===== src/rtl/lut_neuron_loader.sv =====
// Lookup-table neuron: a byte stream loads a 2^IN_BITS x OUT_BITS truth table,
// then registered lookups return one entry per cycle with a latency of one cycle.
module lut_neuron_loader #(
  parameter int unsigned IN_BITS  = 6,
  parameter int unsigned OUT_BITS = 2
) (
  input  logic                clk,
  input  logic                rst_n,
  input  logic                cfg_start,
  input  logic                cfg_valid,
  output logic                cfg_ready,
  input  logic [7:0]          cfg_data,
  input  logic                cfg_last,
  output logic                load_done,
  output logic                load_err,
  output logic                table_valid,
  input  logic                in_valid,
  input  logic [IN_BITS-1:0]  in_data,
  output logic                out_valid,
  output logic [OUT_BITS-1:0] out_data
);

  localparam int unsigned Entries = 2 ** IN_BITS;
  localparam int unsigned NBytes  = Entries * OUT_BITS / 8;
  localparam int unsigned CntW    = (NBytes > 1) ? $clog2(NBytes) : 1;
  localparam logic [CntW-1:0] LastIdx = CntW'(NBytes - 1);

  typedef enum logic [1:0] {StIdle, StLoad, StActive, StError} state_e;

  state_e                r_state, w_state_next;
  logic [CntW-1:0]       r_cnt;
  logic [NBytes*8-1:0]   r_table;
  logic                  r_load_done;
  logic                  r_out_valid;
  logic [OUT_BITS-1:0]   r_out_data;
  logic                  w_accept;
  logic                  w_at_last;
  logic                  w_lookup;

  // cfg_start wins over a byte handshaken in the same cycle
  assign w_accept  = (r_state == StLoad) && cfg_valid && !cfg_start;
  assign w_at_last = (r_cnt == LastIdx);
  assign w_lookup  = in_valid && (r_state == StActive) && !cfg_start;

  always_ff @(posedge clk or negedge rst_n) begin
    if (!rst_n) begin
      r_state <= StIdle;
    end else begin
      r_state <= w_state_next;
    end
  end

  always_comb begin
    w_state_next = r_state;
    if (cfg_start) begin
      w_state_next = StLoad;
    end else if (w_accept) begin
      if (cfg_last && w_at_last) begin
        w_state_next = StActive;
      end else if (cfg_last || w_at_last) begin
        w_state_next = StError;
      end
    end
  end

  // Byte k lands on bits [8k+7:8k], so entry e sits at bits [e*OUT_BITS +: OUT_BITS]
  always_ff @(posedge clk or negedge rst_n) begin
    if (!rst_n) begin
      r_cnt       <= '0;
      r_table     <= '0;
      r_load_done <= 1'b0;
    end else begin
      r_load_done <= w_accept && cfg_last && w_at_last;
      if (cfg_start) begin
        r_cnt <= '0;
      end else if (w_accept) begin
        r_table[r_cnt*8 +: 8] <= cfg_data;
        r_cnt                 <= r_cnt + CntW'(1);
      end
    end
  end

  always_ff @(posedge clk or negedge rst_n) begin
    if (!rst_n) begin
      r_out_valid <= 1'b0;
      r_out_data  <= '0;
    end else begin
      r_out_valid <= w_lookup;
      if (w_lookup) begin
        r_out_data <= r_table[in_data*OUT_BITS +: OUT_BITS];
      end
    end
  end

  assign cfg_ready   = (r_state == StLoad);
  assign load_done   = r_load_done;
  assign load_err    = (r_state == StError);
  assign table_valid = (r_state == StActive);
  assign out_valid   = r_out_valid;
  assign out_data    = r_out_data;

endmodule


===== config.mk =====
export PLATFORM = sky130hd
export DESIGN_NAME = lut_neuron_loader
export DESIGN_NICKNAME = d
export VERILOG_FILES = /design/src/rtl/lut_neuron_loader.sv
export SDC_FILE = /design/constraint.sdc
export NUM_CORES = 1
export LEC_CHECK = 0
export ABC_AREA = 1
export CAP_MARGIN = 20
export CORE_MARGIN = 8
export CORE_UTILIZATION = 35
export CTS_BUF_LIST = sky130_fd_sc_hd__clkbuf_8
export CTS_CLUSTER_DIAMETER = 80
export DETAILED_ROUTE_END_ITERATION = 10
export PLACE_DENSITY = 0.6
export SYNTH_ARGS = -nofsm -noshare
export SYNTH_HDL_FRONTEND = slang
export SYNTH_SLANG_ARGS = --single-unit

===== constraint.sdc =====
create_clock -name clk -period 7.3 [get_ports clk]
set_input_delay 1.825 -clock clk [delete_from_list [all_inputs] [get_ports clk]]
set_output_delay 1.825 -clock clk [all_outputs]
set_load 0.01 [all_outputs]

# Yosys cells after proc, flatten, opt, wreduce, memory -nomap -nowiden
# Index checks and enable logic that the tools add are counted.
# op_classes
reduce_logical,13
mux,7
eq_ne,4
bitwise_logic,1
shifts,3
addsub,2
# ops
op,count
128-bit bitwise mux,1
"8-bit by 34-bit variable shift with 128-bit output, first input constant",1
128-bit by 8-bit variable part select with 2-bit output,1
8-bit by 34-bit variable part select with 128-bit output,1
7-bit negation with 34-bit output,1
2-bit 2-to-1 mux,4
4-bit 2-to-1 mux,2
1-bit logical AND,7
"4-bit by 1-bit adder with 4-bit output, second input constant",1
"2-bit == test, second input constant",2
"4-bit == test, second input constant",1
2-bit AND reduction,2
3-bit nonzero test,1
"2-bit by 1-bit == test with 1-bit output, second input constant",1
2-bit nonzero test,1
1-bit logical NOT,1
1-bit logical OR,1
1-bit NOT,1
# totals
word_cells,36
input_bits,20
register_bits,138
output_inout_bits,7

# Logic depth before layout (Yosys ltp)
# logic_depth
ltp_word,6
depth_mapped,13
mapped_depth_nobuf,11

# Worst setup path before layout
# No wires, ideal clock.
# synth_timing
kind,input-to-reg
from,in in_data[1]
to,reg r_out_data[1] (netlist: out_data[1])
setup_ns,0.116
slack_ns,4.309
path_stages,12
arrival_ns,2.875
path_buffers,2
required_ns,7.184
cell_sequence,clkbuf_1 inv_1 clkbuf_1 nand3_1 nand3_1 nand3_1 nand2_1 nand2_1 nand3_1 nand2_1 nand2_1 nand2_1
# synth_via
elab_chain_cells,1
# synth_lines
item,line_no,rtl
"start, declared",18,"input logic [IN_BITS-1:0] in_data,"
128-bit by 8-bit variable part select with 2-bit output,90,r_out_data <= r_table[in_data*OUT_BITS +: OUT_BITS];
"end signal, assigned",90,
"end, declared",35,logic [OUT_BITS-1:0] r_out_data;
# Every way passes these cells.
# A chain may end at the register's enable or synchronous reset.

# Worst setup path in the final report
# layout_timing
from,reg r_cnt[0]
to,reg r_table[85]
# layout_via
elab_chain_cells,3
word_cells_on_any_way,4
cone_classes,add/sub (1); shift (2); mux (1)
# layout_lines
item,line_no,rtl
"start, declared",31,logic [CntW-1:0] r_cnt;
"start signal, assigned",78,r_cnt <= r_cnt + CntW'(1);
7-bit negation with 34-bit output (*),77,r_table[r_cnt*8 +: 8] <= cfg_data;
8-bit by 34-bit variable part select with 128-bit output or 8-bit by 34-bit variable shift with 128-bit output (tied branches),77,
128-bit bitwise mux (*),77,
"end signal, assigned by index",77,
"end, declared",32,logic [NBytes*8-1:0] r_table;
# Every way passes the cells marked *; elsewhere a longest branch is shown, timed or not.

==> impl_metrics.tcl <==
set metrics [dict create \
    fin_crit_ns 4.03 \
    relSlewSlack 0.272 \
    finalNonFillerCells 1182 \
    power.density_mw_per_mm2 208 \
    avgSynthCellArea_um2 7.69 \
    cts.clk_slew.worst_paths_ns 0.08 \
    clockBufferDepth 2 \
    antenna_found_initial 0 \
    grt_pass1_wl_mm 32.3 \
    fmax_mhz 248 \
    cts_resized 0 \
    r2r_start "r_cnt[0]" \
    maxSlewViolCount 0 \
    cts_setup_buffers 0 \
    fin_area_mm2 0.00774 \
    vias 6001 \
    hold_path_class "flip-flop to flip-flop" \
    grt_max_degree 76 \
    synth_top_area_frac 0.499 \
    ys_top_cells_by_area "dfrtp_1, nand2_1, nand3_1, o21ai_0, inv_1" \
    clock_latency_ns 0.46 \
    dr.first_iter.drc_count 533 \
    r2r.worst_path.cells 6 \
    path_class "flip-flop to flip-flop" \
    yosysTopAreaCell "dfrtp_1" \
    hold_path_depth 2 \
    setup_viol 0 \
    hold_buffers 0 \
    core_mm2 0.0195 \
    required_ns 7.66 \
    cp-end-kind "flip-flop" \
    dieArea_mm2 0.0245 \
    ios 27 \
    routed_wl_mm 19.6 \
    crit_arrival_ns 4.39 \
    tns_ns 0 \
    area_delta_synth_final_pct 11.7 \
    r2r_slack_ns 3.27 \
    port_buffers 26 \
    hold_viol 0 \
    cts_sinks 138 \
    antennaDiodeCount 0 \
    syn_nets 926 \
    regToRegEndpoint "r_table[85]" \
    gp_congestion 0.865 \
    nNetsFinal 929 \
    min_from "r_table[58]" \
    hold_end "r_table[58]" \
    yosysUniqueCellTypes 31 \
    grt-ovfl-total 0 \
    cts-root-buf "clkbuf_8" \
    cts-htree-levels 4 \
    cp_max_fo 29 \
    max_cap_violations 0 \
    fin_ws_ns 3.27 \
    tightest_slew_ns 1.09 \
    firstDrtPassIters 5 \
    initial_utilization 0.356 \
    wl_per_cell_um 16.6 \
    synth_cells 901 \
    post-route-period-util 0.552 \
    drive_gt1_frac 0.0774 \
    hpwlAfterDp_mm 13.3 \
    start_kind "flip-flop" \
    synth_area_mm2 0.00693 \
    cts-buffers-inserted 17 \
    dp_slack_ns 3.04 \
    post-route-drc-count 0 \
    ys_seq_elements 138 \
    grt_setup_unrepaired "no" \
    place_area_mm2 0.00734 \
    p_leak_nw 3.47 \
    status "finished clean" \
    antenna_left 0 \
    cts_tree "yes" \
    yosys_warnings 0 \
    placementRows 51 \
    clock-skew-final_ns 0.0118 \
    grt_pass1_vias 5814 \
    die_w_um 157 \
    vdd_drop_max_mv 0.121 \
    ys_seq_area_frac 0.499 \
    viasPerCell 5.08 \
    die_h_um 157 \
    gr-usage-all-layers 0.170 \
    dpl.cell_count 1149 \
]
[routing by layer]
layer / track usage / part of all wire
met1: 0.231 / 0.47
met2: 0.263 / 0.46
met3: 0.0331 / 0.050
met4: 0.0618 / 0.022
met5: 0 / 0
[cell families after synthesis]
kind of cell | count (synthesis) | synth area share
fa+ha+maj | 5 | 0.00903
compound gates | 114 | 0.0878
xor+xnor | 2 | 0.00524
flops | 138 | 0.499
buf+inv | 108 | 0.0625
simple gates | 534 | 0.337
[stage by stage]
stage	total power [mW]	hold slack [ns]	util
6_report	1.61	0.475	0.397
5_1_grt	1.69	0.502	0.397
4_1_cts	1.62	0.477	0.396
3_5_place_dp	1.03	0.458	0.377
3_3_place_gp	1.03	0.454	0.377
2_1_floorplan	0.947	0.442	-
[power breakdown]
part	internal, mW	switching [mW]
logic	0.0591	0.143
registers	0.791	0.0188
clock network	0.292	0.308
total	1.14	0.470
[cell usage in the layout (no fill, tap or decap), types with 2 or more instances in the layout]
master,synthesis,final
a21oi_1,9,9
a31oi_1,8,8
buf_4,1,4
clkbuf_8,0,20
clkdlybuf4s50_1,0,24
clkinv_2,0,4
clkinvlp_4,0,5
dfrtp_1,138,138
ha_1,5,5
inv_1,50,51
inv_2,11,11
nand2_1,337,337
nand2_2,3,3
nand3_1,140,140
nand3_2,2,2
nand3_4,2,2
nor2_1,23,23
nor2_2,4,4
nor2_4,7,7
nor3_1,12,12
o21ai_0,73,73
o21ai_1,12,12
o22ai_1,2,2
o31ai_1,10,10
[synth_stat cells, drive strengths merged]
| cell | instances |
|---|---|
| o21ai | 85 |
| nand4 | 1 |
| or2 | 1 |
| nand3 | 144 |
| clkbuf | 25 |
| ha | 5 |
| nand2 | 340 |
| buf | 22 |
| a21oi | 9 |
| inv | 61 |
| o22ai | 2 |
| nor2 | 34 |
| xnor2 | 2 |
| and3 | 1 |
| a31oi | 8 |
| o31ai | 10 |
| nor3 | 13 |
| dfrtp | 138 |
[worst max-delay path, stage by stage, from the launching register on]
cell and delay, ns:
dfrtp_1 0.67, inv_1 0.37, ha_1 1.13, inv_1 0.51
nor2_2 0.39, nand3_1 0.47, o31ai_1 0.38
[layout make-up]
class	count	area (um^2)
clock buffer	20	275
timing repair buffer	31	307
multi-input combinational	655	3040
fill	2015	11700
inverter	61	229
sequential	138	3450
tap	265	332
clock inverter	12	100
[how the worst max path moves through the flow]
stage               cells after the start          end  slack [ns]  startpoint
floorplan                              12  out_data[1]        4.31  in_data[1]
global placement                       13  out_data[0]        3.03  in_data[1]
detailed placement                     13  out_data[0]        3.04  in_data[0]
CTS                                     6  r_table[85]        3.25    r_cnt[0]
global route                            6  r_table[85]        2.90    r_cnt[0]
finish                                  6  r_table[85]        3.27    r_cnt[0]
[sequential cells by signal, summed over array words and instances, names as in the netlist]
register   cells
r_cnt          4
load_done      1
r_table      128
r_state        2
out_data       2
out_valid      1
Power figures use the tool's default switching activity.
